### src/rtl/axis_frame_monitor.sv
// Passive multi-channel AXI4-Stream video geometry monitor (ppl/lpf/fps, sticky errors).
// Define AXIS_FRAME_MON_FPS_EN to build the window counter, frame counters, fps_o and upd_o.
module axis_frame_monitor #(
  parameter int CH_CNT      = 2,
  parameter int REFCLK_FREQ = 100_000_000,
  parameter int PIX_WID     = 12,
  parameter int LINE_WID    = 12,
  parameter int FRM_WID     = 8
) (
  input  logic                         clk,
  input  logic                         rst,
  input  logic [CH_CNT-1:0]            axis_tvalid,
  input  logic [CH_CNT-1:0]            axis_tready,
  input  logic [CH_CNT-1:0]            axis_tuser,
  input  logic [CH_CNT-1:0]            axis_tlast,
  input  logic [PIX_WID-1:0]           exp_ppl,
  input  logic [LINE_WID-1:0]          exp_lpf,
  input  logic                         clr_err,
  output logic [CH_CNT*PIX_WID-1:0]    ppl_o,
  output logic [CH_CNT*LINE_WID-1:0]   lpf_o,
  output logic [CH_CNT*FRM_WID-1:0]    fps_o,
  output logic [CH_CNT*4-1:0]          err_o,
  output logic                         upd_o
);

  typedef enum logic {SYNC, RUN} st_t;

`ifdef AXIS_FRAME_MON_FPS_EN
  localparam int WC_W = (REFCLK_FREQ > 1) ? $clog2(REFCLK_FREQ) : 1;

  logic [WC_W-1:0] wc;
  logic            win_tc;

  assign win_tc = (wc == WC_W'(REFCLK_FREQ - 1));

  always_ff @(posedge clk) begin
    if (rst) begin
      wc    <= '0;
      upd_o <= 1'b0;
    end else begin
      wc    <= win_tc ? '0 : wc + 1'b1;
      upd_o <= win_tc;
    end
  end
`else
  assign fps_o = '0;
  assign upd_o = 1'b0;
`endif

  for (genvar c = 0; c < CH_CNT; c++) begin : g_ch
    st_t                st, st_nx;
    logic               beat, sof, eol, run;
    logic [PIX_WID-1:0] pc, ppl_q;
    logic [PIX_WID:0]   len;
    logic [LINE_WID-1:0] lc, lpf_q;
    logic [3:0]         err_q, err_ev;

    assign beat = axis_tvalid[c] & axis_tready[c];
    assign sof  = beat & axis_tuser[c];
    assign eol  = beat & axis_tlast[c];
    assign len  = {1'b0, pc} + 1'b1;

    always_ff @(posedge clk) begin
      if (rst) st <= SYNC;
      else     st <= st_nx;
    end

    always_comb begin
      st_nx = st;
      unique case (st)
        SYNC:    if (sof) st_nx = RUN;
        RUN:     st_nx = RUN;
        default: st_nx = SYNC;
      endcase
    end

    always_comb begin
      run    = (st == RUN);
      err_ev = '0;
      if (run && eol) begin
        err_ev[0] = (len < {1'b0, exp_ppl});
        err_ev[1] = (len > {1'b0, exp_ppl});
      end
      if (run && sof) begin
        err_ev[2] = (lc != exp_lpf);
        err_ev[3] = (pc != '0);
      end
    end

    always_ff @(posedge clk) begin
      if (rst) begin
        pc    <= '0;
        lc    <= '0;
        ppl_q <= '0;
        lpf_q <= '0;
        err_q <= '0;
      end else begin
        // a tuser beat is always pixel 0 of a new line
        if (eol)                        pc <= '0;
        else if (sof)                   pc <= PIX_WID'(1);
        else if (beat && (pc != '1))    pc <= pc + 1'b1;

        if (run && eol)
          ppl_q <= len[PIX_WID] ? '1 : len[PIX_WID-1:0];

        if (sof)                        lc <= LINE_WID'(eol);
        else if (eol && (lc != '1))     lc <= lc + 1'b1;

        if (run && sof) lpf_q <= lc;

        err_q <= clr_err ? err_ev : (err_q | err_ev);
      end
    end

    assign ppl_o[c*PIX_WID +: PIX_WID]   = ppl_q;
    assign lpf_o[c*LINE_WID +: LINE_WID] = lpf_q;
    assign err_o[c*4 +: 4]               = err_q;

`ifdef AXIS_FRAME_MON_FPS_EN
    logic [FRM_WID-1:0] fc, fps_q;

    always_ff @(posedge clk) begin
      if (rst) begin
        fc    <= '0;
        fps_q <= '0;
      end else if (win_tc) begin
        fps_q <= fc;
        fc    <= FRM_WID'(sof);
      end else if (sof && (fc != '1)) begin
        fc <= fc + 1'b1;
      end
    end

    assign fps_o[c*FRM_WID +: FRM_WID] = fps_q;
`endif
  end

endmodule
### config.mk
export PLATFORM = sky130hd
export DESIGN_NAME = axis_frame_monitor
export DESIGN_NICKNAME = d
export VERILOG_FILES = /design/src/rtl/axis_frame_monitor.sv
export SDC_FILE = /design/constraint.sdc
export NUM_CORES = 1
export LEC_CHECK = 0
export CAP_MARGIN = 20
export CELL_PAD_IN_SITES_DETAIL_PLACEMENT = 1
export CELL_PAD_IN_SITES_GLOBAL_PLACEMENT = 2
export CORE_ASPECT_RATIO = 2
export CORE_UTILIZATION = 31
export DETAILED_ROUTE_END_ITERATION = 7
export PLACE_DENSITY = 0.8
export SYNTH_ARGS = -nofsm -noshare
export SYNTH_HDL_FRONTEND = slang
export SYNTH_SLANG_ARGS = --single-unit
### constraint.sdc
create_clock -name clk -period 3.24 [get_ports clk]
set_input_delay 0.648 -clock clk [delete_from_list [all_inputs] [get_ports clk]]
set_output_delay 0.648 -clock clk [all_outputs]
set_load 0.01 [all_outputs]
==> metrics, run 1 <==
Critical Path Sink Type=flop; highest routed layer=met4; RSZ-0062 raised after global routing=no; routed via count=between 5000 and 6000; non-filler cells, final=999; GRT Overall Usage=between 10% and 20%; Initial DRC Count=about 120; LEAKAGE=about 0.0025 uW; ANT cells=0; max frequency=roughly 360 MHz; TritonCTS Buffers=9; reg-to-reg setup timing slack=~0.45 ns; largest family of logic cells by synthesized area=simple AND/OR/NAND/NOR gates; Clock Latency Late Sink=0.37 ns; # IOs=108; fin crit period=around 2.8 ns; Die Width=around 100 um; Critical Path AT=3.04 ns; CP Class=flop to flop; first-pass iteration count of the detailed router=4; layout cell share with drive strength beyond 1=under 10%; Avg Inst Size Synth=about 8 sq um; Starting Density=31.9%; Max clock buf depth=2; Residual DRC=0; Tightest Pin Transition=about 0.74 ns; CTS Sinks=approximately 110; maxcap violations=0; Die Y=a little under 200 um; VDD IR max=between 0.00015 and 0.0002 V; Nets=between 800 and 900; first-pass GRT wire length=29200 um; XOR/XNOR Fraction of Synth Area=approximately 11%; Post-Synth Simple-Gate Area=approximately a quarter; final setup TNS=0 ns; via-per-instance ratio=~5.2; mux cell area share after synthesis=0.533%; root buffer cell=clkbuf_16; post-synthesis compound-gate area fraction=between 10 and 15%; crit path from=g_ch[1].pc[0]$_SDFFE_PP0P_; Tcrit/Tclk final=between 80% and 90%; post-synthesis adder-cell area fraction=around 6.4%; WHS Path Cells=2; CTS clk-pin slew, worst paths=around 0.080 ns; largest net degree at the start of global routing=40; post-CTS setup buffers=0; WL met2=10500 um; wire length per cell=roughly 18 um; Met1 Wirelength=~6700 um; status=complete, no violations; Slew headroom=roughly half; post-synthesis sequential area ratio=36.1%; Gate Count Post-Synth=717; number of synthesized flops with an enable pin=0; port buffer count=90; Layout area overhead=20.0%; R2R depth=10; vias in the first global route=5603; Mapped Area=5870 sq um; fraction of registers with async set/reset=0%; H-tree depth=3; initial antenna violation count=0; post-synthesis cell type count=66; synthesized flop and latch total=about 110; Worst EP required=3.49 ns; FP Rows=70; Core ar.=approximately 18000 sq um; final setup fails=0; DPL Wire Length=~15000 um; worst setup path end=g_ch[1].err_q[1]$_SDFF_PP0_; Worst Path Max Fanout=9; CTS tree=done; CTS resizes=0; main flop type after synthesis=dfxtp_1; dpl cells=983; Layout Skew=0.0113 ns; final global-route overflow total=0; element type at the critical path start=flop; post-route ant nets=0; die area=around 20000 sq um; Ys Warns=0; WL final=18200 um; PD cells=374 nW/um^2; Final Max Slew Viols=0; RR Startpoint=g_ch[1].pc[0]$_SDFFE_PP0P_; min-delay worst type=flop to flop; final hold viol count=0; GP Congestion=roughly 0.8; # hold bufs at CTS=0; r2r endpoint=g_ch[1].err_q[1]$_SDFF_PP0_; wire length on met3=~380 um
cell families after synthesis:
group,after synthesis
buffers and inverters,82
adder cells (fa/ha/maj),30
AND/OR/NAND/NOR,313
XOR/XNOR,76
multiplexers,3
AO/OA/AOI/OAI,106
flip-flops,106
other,1
Yosys cell counts (2+ instances only):
| master | count | share of area (%) |
|---|---|---|
| nor4_1 | 8 | 0.85 |
| or2_2 | 2 | 0.21 |
| nand2b_1 | 2 | 0.21 |
| dfxtp_1 | 106 | 36 |
| o21ai_0 | 9 | 0.77 |
| nor3_1 | 19 | 1.6 |
| a211oi_1 | 12 | 1.5 |
| and2_1 | 6 | 0.64 |
| or3_1 | 2 | 0.21 |
| o31ai_1 | 3 | 0.38 |
| mux2i_1 | 2 | 0.34 |
| a21oi_1 | 46 | 3.9 |
| o41ai_1 | 2 | 0.30 |
| nand3_1 | 26 | 2.2 |
| o31a_1 | 3 | 0.45 |
| or3_2 | 3 | 0.38 |
| and4_1 | 8 | 1.2 |
| o211ai_1 | 3 | 0.38 |
| buf_2 | 5 | 0.43 |
| ha_1 | 30 | 6.4 |
| a31oi_1 | 3 | 0.32 |
| a21o_1 | 3 | 0.38 |
| buf_4 | 17 | 2.2 |
| nand4_1 | 24 | 2.6 |
| xnor2_1 | 44 | 6.6 |
| a311oi_1 | 4 | 0.60 |
| clkbuf_1 | 30 | 1.9 |
| o22ai_1 | 8 | 0.85 |
| nor2b_1 | 4 | 0.43 |
| inv_1 | 20 | 1.3 |
| buf_6 | 6 | 1.2 |
| nand2_1 | 91 | 5.8 |
| xor2_1 | 32 | 4.8 |
| nor4b_1 | 2 | 0.30 |
| and3_1 | 11 | 1.2 |
| and4_2 | 2 | 0.34 |
| nor2_1 | 90 | 5.8 |
worst min path at each step:
stage / start / to
3_5_place_dp: g_ch[0].lpf_q[9]$_SDFFE_PP0P_ / g_ch[0].lpf_q[9]$_SDFFE_PP0P_
3_3_place_gp: g_ch[0].lpf_q[5]$_SDFFE_PP0P_ / g_ch[0].lpf_q[5]$_SDFFE_PP0P_
5_1_grt: g_ch[1].lpf_q[7]$_SDFFE_PP0P_ / g_ch[1].lpf_q[7]$_SDFFE_PP0P_
6_report: g_ch[0].lpf_q[9]$_SDFFE_PP0P_ / g_ch[0].lpf_q[9]$_SDFFE_PP0P_
4_1_cts: g_ch[0].lpf_q[9]$_SDFFE_PP0P_ / g_ch[0].lpf_q[9]$_SDFFE_PP0P_
2_1_floorplan: g_ch[0].ppl_q[10]$_SDFFE_PP0P_ / g_ch[0].ppl_q[10]$_SDFFE_PP0P_
sequential cells by signal (all words and copies together) (netlist names):
| signal | count |
|---|---|
| g_ch.err_q | 8 |
| g_ch.lc | 24 |
| g_ch.lpf_q | 24 |
| g_ch.pc | 24 |
| g_ch.ppl_q | 24 |
| g_ch.run | 2 |
per-stage QoR:
stage	instance area [sq um]	utilization (%)	total power [uW]	worst slack, ns	hold WS (ns)
final	7050	38.3	2640	0.448	0.461
after global routing	7050	38.3	2750	0.122	0.483
after CTS	7050	38.3	2680	0.431	0.462
after detailed placement	6750	36.7	1570	0.457	0.451
after global placement	6750	36.7	1560	0.597	0.446
after floorplan	5930	-	1480	0.876	0.476
cell usage in the layout, fill, tap and decap left out, types with 9 or more instances in the layout:
master,count
dfxtp_1,106
nand2_1,91
nor2_1,90
clkdlybuf4s50_1,89
a21oi_1,46
xnor2_1,44
xor2_1,32
ha_1,30
nand3_1,26
nand4_1,24
inv_1,20
nor3_1,19
conb_1,17
a211oi_1,12
and3_1,11
o21ai_0,9
clkbuf_16,9
power by group:
| part | internal [uW] | leakage [uW] | switching [uW] |
|---|---|---|---|
| Clock | 545 | 0.000143 | 556 |
| Combinational | 90.1 | 0.00154 | 124 |
| Sequential | 1310 | 0.000855 | 11.5 |
| Total | 1950 | 0.00254 | 692 |
critical path: stages (launching register included):
cell	delay, ns
dfxtp_1	0.47
ha_1	0.29
nand3_2	0.22
nor2_1	0.19
xor2_1	0.24
ha_1	0.29
a21oi_1	0.18
nor2_1	0.06
a211oi_1	0.28
o211ai_1	0.15
a221o_1	0.30
area by class of cell:
class	instances	area, sq um
clock buffer	9	225
clock inverter	7	72.6
fill	2216	11300
inverter	20	75.1
multi-input combinational	545	3340
sequential	106	2120
tap	216	270
timing repair buffer	96	941
per-layer routing:
metal | global-route usage, % | up-vias
met5 | 0 | -
met4 | 9.75 | 0
met3 | 2.73 | 40
met2 | 38.9 | 115
met1 | 18.7 | 2517
li1 | - | 2556
(Power assumes the default switching activity.)
==> run 2, diff against run 1 <==
--- a/config.mk
+++ b/config.mk
@@ -11,6 +11,7 @@
 export CORE_ASPECT_RATIO = 2
 export CORE_UTILIZATION = 31
 export DETAILED_ROUTE_END_ITERATION = 7
+export MAX_ROUTING_LAYER = met4
 export PLACE_DENSITY = 0.8
 export SYNTH_ARGS = -nofsm -noshare
 export SYNTH_HDL_FRONTEND = slang
==> run 2 against run 1 <==
Worst setup slack got worse by 0.091 ns. Clock power is essentially flat. Hold slack got worse by 0.0055 ns. Die area unchanged. Core utilization down 0.14 points. Register-to-register slack worse by 0.09 ns. Via count rose by 0.54%. First-iteration DRC count up 7.7%. Final area shrank 0.36%. Sequential power hardly changed. Critical path depth is 2 lower. Critical path type unchanged. Largest cell class unchanged.
==> metrics, run 2 (same netlist as run 1, synthesis figures left out) <==
Max clock buf depth=2; Final Max Slew Viols=0; r2r endpoint=g_ch[1].err_q[1]$_SDFF_PP0_; RR Startpoint=g_ch[1].pc[5]$_SDFFE_PP0P_; via-per-instance ratio=between 5 and 6; Reg power frac=50.5%; element type at the critical path start=flop; root buffer cell=clkbuf_16; fin worst setup slack=between 0.3 and 0.4 ns; routed via count=~5300; Layout area overhead=19.6%; Core ar.=approximately 18000 sq um; final global-route overflow total=0; crit path max-delay cell type=nor4_1; maxcap violations=0; CTS Sinks=about 110; Clock Latency Late Sink=0.37 ns; status=complete, no violations; crit path from=g_ch[1].pc[5]$_SDFFE_PP0P_; VDD IR max=between 0.00015 and 0.0002 V; max frequency=347 MHz; ANT cells=0; worst setup path end=g_ch[1].err_q[1]$_SDFF_PP0_; Residual DRC=0; final setup fails=0; Critical Path Sink Type=flop; post-place setup slack=between 0.3 and 0.4 ns; most frequent cells in the layout=dfxtp_1 (106), nand2_1 (91), nor2_1 (90); Worst EP required=roughly 3.5 ns; CTS resizes=0; wire length per cell=around 18 um; # hold bufs at CTS=0; CTS clk-pin slew, worst paths=0.08 ns; layout cell share with drive strength beyond 1=approximately 4.9%; LEAKAGE=between 0.002 and 0.003 uW; DPL Wire Length=between 10000 and 15000 um; Switching Share=25.4%; R2R depth=8; Tcrit/Tclk final=about nine tenths; initial antenna violation count=0; GP Congestion=a little under 0.9; post-CTS setup buffers=0; Critical Path AT=between 3 and 4 ns; Worst Path Max Fanout=9; Die Y=197 um; CTS tree=done; Logic pwr share=slightly above 8%; vias in the first global route=~5600; PD cells=approximately 370 nW/um^2; Tightest Pin Transition=0.764 ns; internal power=a little under 2000 uW; Slew headroom=48.9%; post-route ant nets=0; reg-to-reg setup timing slack=between 0.3 and 0.4 ns; fin crit period=2.88 ns; first-pass GRT wire length=29800 um; FP Rows=70; Critical Path, Cell by Cell=nand4_2 > nor4_1 > xnor2_1 > ha_1 > nand3_1 > nor4_1 > nor3_1 > a221o_1; min-delay worst type=flop to flop; RSZ-0062 raised after global routing=no; Starting Density=about a third; commonest non-fill, non-tap cell in the layout=dfxtp_1; Initial DRC Count=around 130; H-tree depth=3; # IOs=between 100 and 150; final hold viol count=0; Nets=approximately 840; CP Class=flop to flop; Hold Slack=~0.46 ns; first-pass iteration count of the detailed router=4; net load switching power=approximately 670 uW; port buffer count=90; Clock Power Share=about 41%; WL final=18300 um; GRT Overall Usage=20.3%; min-delay src=g_ch[0].lpf_q[9]$_SDFFE_PP0P_; fin util=38.2%; die area=a little under 20000 sq um; largest net degree at the start of global routing=43; Layout Skew=~0.010 ns; Die Width=99.3 um; Most common cell on crit path=nor4_1; final setup TNS=0 ns; TritonCTS Buffers=9; CP peak stage delay=roughly 0.68 ns
run 2: area by class of cell:
| class | count | area (sq um) |
|---|---|---|
| Tap cell | 216 | 270 |
| Fill cell | 2224 | 11400 |
| Inverter | 20 | 75.1 |
| Sequential cell | 106 | 2120 |
| Clock buffer | 11 | 243 |
| Clock inverter | 5 | 45.0 |
| Multi-Input combinational cell | 545 | 3340 |
| Timing Repair Buffer | 94 | 926 |
run 2: metrics by stage:
stage	power, uW	instance area [sq um]	std cells
detailed placement	1570	6730	981
global route	2730	7020	997
finish	2620	7020	997
global placement	1560	6730	981
floorplan	1480	5930	733
CTS	2660	7020	997
run 2: power by group through the flow:
stage	Clock (uW)	Combinational (uW)	Sequential, uW
finish	1080	214	1320
floorplan	0	129	1350
detailed placement	0	216	1350
CTS	1110	217	1320
global route	1170	235	1330
global placement	0	210	1350
run 2: worst min path at each step:
stage	endpoint	slack, ns	cells past startpoint
finish	g_ch[0].lpf_q[9]$_SDFFE_PP0P_	0.46	2
global route	g_ch[0].lpf_q[3]$_SDFFE_PP0P_	0.48	2
CTS	g_ch[1].lpf_q[6]$_SDFFE_PP0P_	0.46	2
detailed placement	g_ch[1].err_q[2]$_SDFF_PP0_	0.45	2
global placement	g_ch[0].lpf_q[5]$_SDFFE_PP0P_	0.45	2
floorplan	g_ch[0].ppl_q[10]$_SDFFE_PP0P_	0.48	2
run 2: critical path, delay by kind of cell (launching register included):
family	cells	cell delay, ns
and+or+nand+nor	5	1.41
DFF	1	0.53
adders and majority gates	1	0.33
AOI/OAI and AO/OA	1	0.33
xor gates and xnor gates	1	0.18
run 2: per-layer routing:
metal | global-route usage, % | up-vias | part of all wire (%)
li1 | - | 2558 | -
met1 | 19.9 | 2538 | 37
met2 | 38.4 | 111 | 56
met3 | 2.06 | 49 | 2.1
met4 | 10.9 | 0 | 4.4
met5 | - | - | 0
==> run 3, diff against run 2 <==
--- a/config.mk
+++ b/config.mk
@@ -8,7 +8,8 @@
 export CAP_MARGIN = 20
 export CELL_PAD_IN_SITES_DETAIL_PLACEMENT = 1
 export CELL_PAD_IN_SITES_GLOBAL_PLACEMENT = 2
-export CORE_ASPECT_RATIO = 2
+export CORE_ASPECT_RATIO = 0.8
+export CORE_MARGIN = 4
 export CORE_UTILIZATION = 31
 export DETAILED_ROUTE_END_ITERATION = 7
 export MAX_ROUTING_LAYER = met4
==> run 3 against run 2 <==
Count of clock-buffer cells in the layout is the same. Sequential share of layout area fell by 0.30 points. Flip-flop and latch count stayed put. Worst setup slack improved by 0.090 ns. Largest power group unchanged. Critical path type unchanged. Hold slack better by 0.0014 ns. Non-clock buffer count unchanged. First-iteration DRC count is 140% higher. Power increased by 3.4%. Final area up 1.0%. Highest routed layer unchanged. Maximum frequency rose by 3.2%.
==> metrics, run 3 (same netlist as run 1, synthesis figures left out) <==
status=complete, no violations; Clock Latency Late Sink=about 0.35 ns; root buffer cell=clkbuf_16; Nets=between 800 and 900; final hold viol count=0; LEAKAGE=between 0.002 and 0.003 uW; Critical Path, Cell by Cell=nand4_2 > nor4_1 > xnor2_1 > ha_1 > nand3_1 > nor4_1 > nor3_1 > a221o_1; CTS Sinks=between 100 and 150; crit path from=g_ch[1].pc[4]$_SDFFE_PP0P_; routed via count=approximately 5200; Core ar.=18400 sq um; port buffer count=90; r2r endpoint=g_ch[1].err_q[1]$_SDFF_PP0_; Slew headroom=a little over half; PD cells=382 nW/um^2; first-pass iteration count of the detailed router=4; WL final=between 15000 and 20000 um; Die Y=between 100 and 150 um; TritonCTS Buffers=9; highest routed layer=met4; maxcap violations=0; CTS resizes=0; DPL Wire Length=14000 um; most frequent cells in the layout=dfxtp_1 (106), nand2_1 (91), nor2_1 (90); Critical Path AT=approximately 3.0 ns; Most common cell on crit path=nor4_1; CP Buf/Inv Count=0; vias in the first global route=5399; max frequency=around 360 MHz; Total Power=roughly 2700 uW; RSZ-0062 raised after global routing=no; final setup TNS=0 ns; VDD IR max=around 0.00023 V; GP Congestion=0.919; fin crit period=approximately 2.8 ns; Tcrit/Tclk final=a little under nine tenths; layout cell share with drive strength beyond 1=4.99%; Layout Skew=between 0.006 and 0.007 ns; Die Width=between 150 and 200 um; Worst Path Max Fanout=9; ANT cells=0; critical path's top delay family=simple AND/OR/NAND/NOR gates; CTS clk-pin slew, worst paths=roughly 0.070 ns; element type at the critical path start=flop; post-CTS setup buffers=0; filler cell count=about 2200; initial antenna violation count=0; # IOs=~110; post-route ant nets=0; FP Rows=44; reg-to-reg setup timing slack=0.45 ns; H-tree depth=3; CP Class=flop to flop; CP peak stage delay=approximately 0.62 ns; crit path max-delay cell type=nor4_1; final global-route overflow total=0; Initial DRC Count=between 300 and 400; via-per-instance ratio=around 5; first-pass GRT wire length=29100 um; WL met2=~8300 um; Tightest Pin Transition=around 0.68 ns; Final Max Slew Viols=0; wire length per cell=between 15 and 20 um; final setup fails=0; CTS tree=done; Starting Density=a little under a third; Critical Path Sink Type=flop; Hold Slack=~0.46 ns; Worst EP required=between 3 and 4 ns; RR Startpoint=g_ch[1].pc[4]$_SDFFE_PP0P_; R2R depth=8; Layout area overhead=20.8%; Met1 Wirelength=between 8000 and 9000 um; wire length on met3=643 um; Residual DRC=0; min-delay worst type=flop to flop; worst setup path end=g_ch[1].err_q[1]$_SDFF_PP0_; commonest non-fill, non-tap cell in the layout=dfxtp_1; CP Depth=8; die area=around 21000 sq um; GRT Overall Usage=17.3%; Max clock buf depth=2; largest net degree at the start of global routing=26; # hold bufs at CTS=0
[run 3: cell count changes in the layout (fill, tap and decap cells not counted)]
cell       previous run  this run
inv_8                 1         0
clkinv_2              0         1
clkbuf_8              1         2
bufinv_16             0         1
clkbuf_1              1         0
clkinv_4              2         1
[run 3: area by class of cell]
class | count | area [sq um] | area share (%)
clock buffers | 11 | 253 | 3.56
repair buffers | 94 | 926 | 13.1
multi-input cells | 545 | 3340 | 47.1
well taps | 253 | 317 | 4.46
inverters | 20 | 75.1 | 1.06
flip-flops and latches | 106 | 2120 | 29.9
clock inverters | 5 | 60.1 | 0.847
[run 3: worst min-delay path, delay by kind of cell (launching register included)]
kind	cells	cell delay (ns)
DFF	1	0.31
AOI/OAI and AO/OA	1	0.05
and+or+nand+nor	1	0.05
[run 3: worst min path at each step]
| stage | start | end | cells past startpoint |
|---|---|---|---|
| 2_1_floorplan | g_ch[0].ppl_q[10]$_SDFFE_PP0P_ | g_ch[0].ppl_q[10]$_SDFFE_PP0P_ | 2 |
| 3_3_place_gp | g_ch[1].lpf_q[8]$_SDFFE_PP0P_ | g_ch[1].lpf_q[8]$_SDFFE_PP0P_ | 2 |
| 3_5_place_dp | g_ch[0].lpf_q[11]$_SDFFE_PP0P_ | g_ch[0].lpf_q[11]$_SDFFE_PP0P_ | 2 |
| 4_1_cts | g_ch[0].lpf_q[11]$_SDFFE_PP0P_ | g_ch[0].lpf_q[11]$_SDFFE_PP0P_ | 2 |
| 5_1_grt | g_ch[0].lpf_q[4]$_SDFFE_PP0P_ | g_ch[0].lpf_q[4]$_SDFFE_PP0P_ | 2 |
| 6_report | g_ch[0].lpf_q[11]$_SDFFE_PP0P_ | g_ch[0].lpf_q[11]$_SDFFE_PP0P_ | 2 |
[run 3: through the flow]
step	utilization [%]	std cells	area, sq um	setup WS (ns)
floorplan	-	733	5930	0.876
finish	38.6	1034	7090	0.447
global route	38.6	1034	7090	0.260
detailed placement	36.9	1018	6780	0.470
global placement	36.9	1018	6780	0.522
CTS	38.6	1034	7090	0.459
[run 3: power by group]
group | leakage [uW] | internal [uW] | switching, uW | total, uW
clock | 0.000152 | 646 | 527 | 1170
combinational | 0.00153 | 89.4 | 122 | 212
sequential | 0.000855 | 1310 | 13.1 | 1320
total | 0.00254 | 2050 | 662 | 2710
[run 3: routing by layer]
layer / up-vias / GRT usage (%)
met3: 13 / 3.07
met1: 2545 / 23.6
met4: 0 / 3.33
met5: - / -
met2: 117 / 27.1
li1: 2560 / -
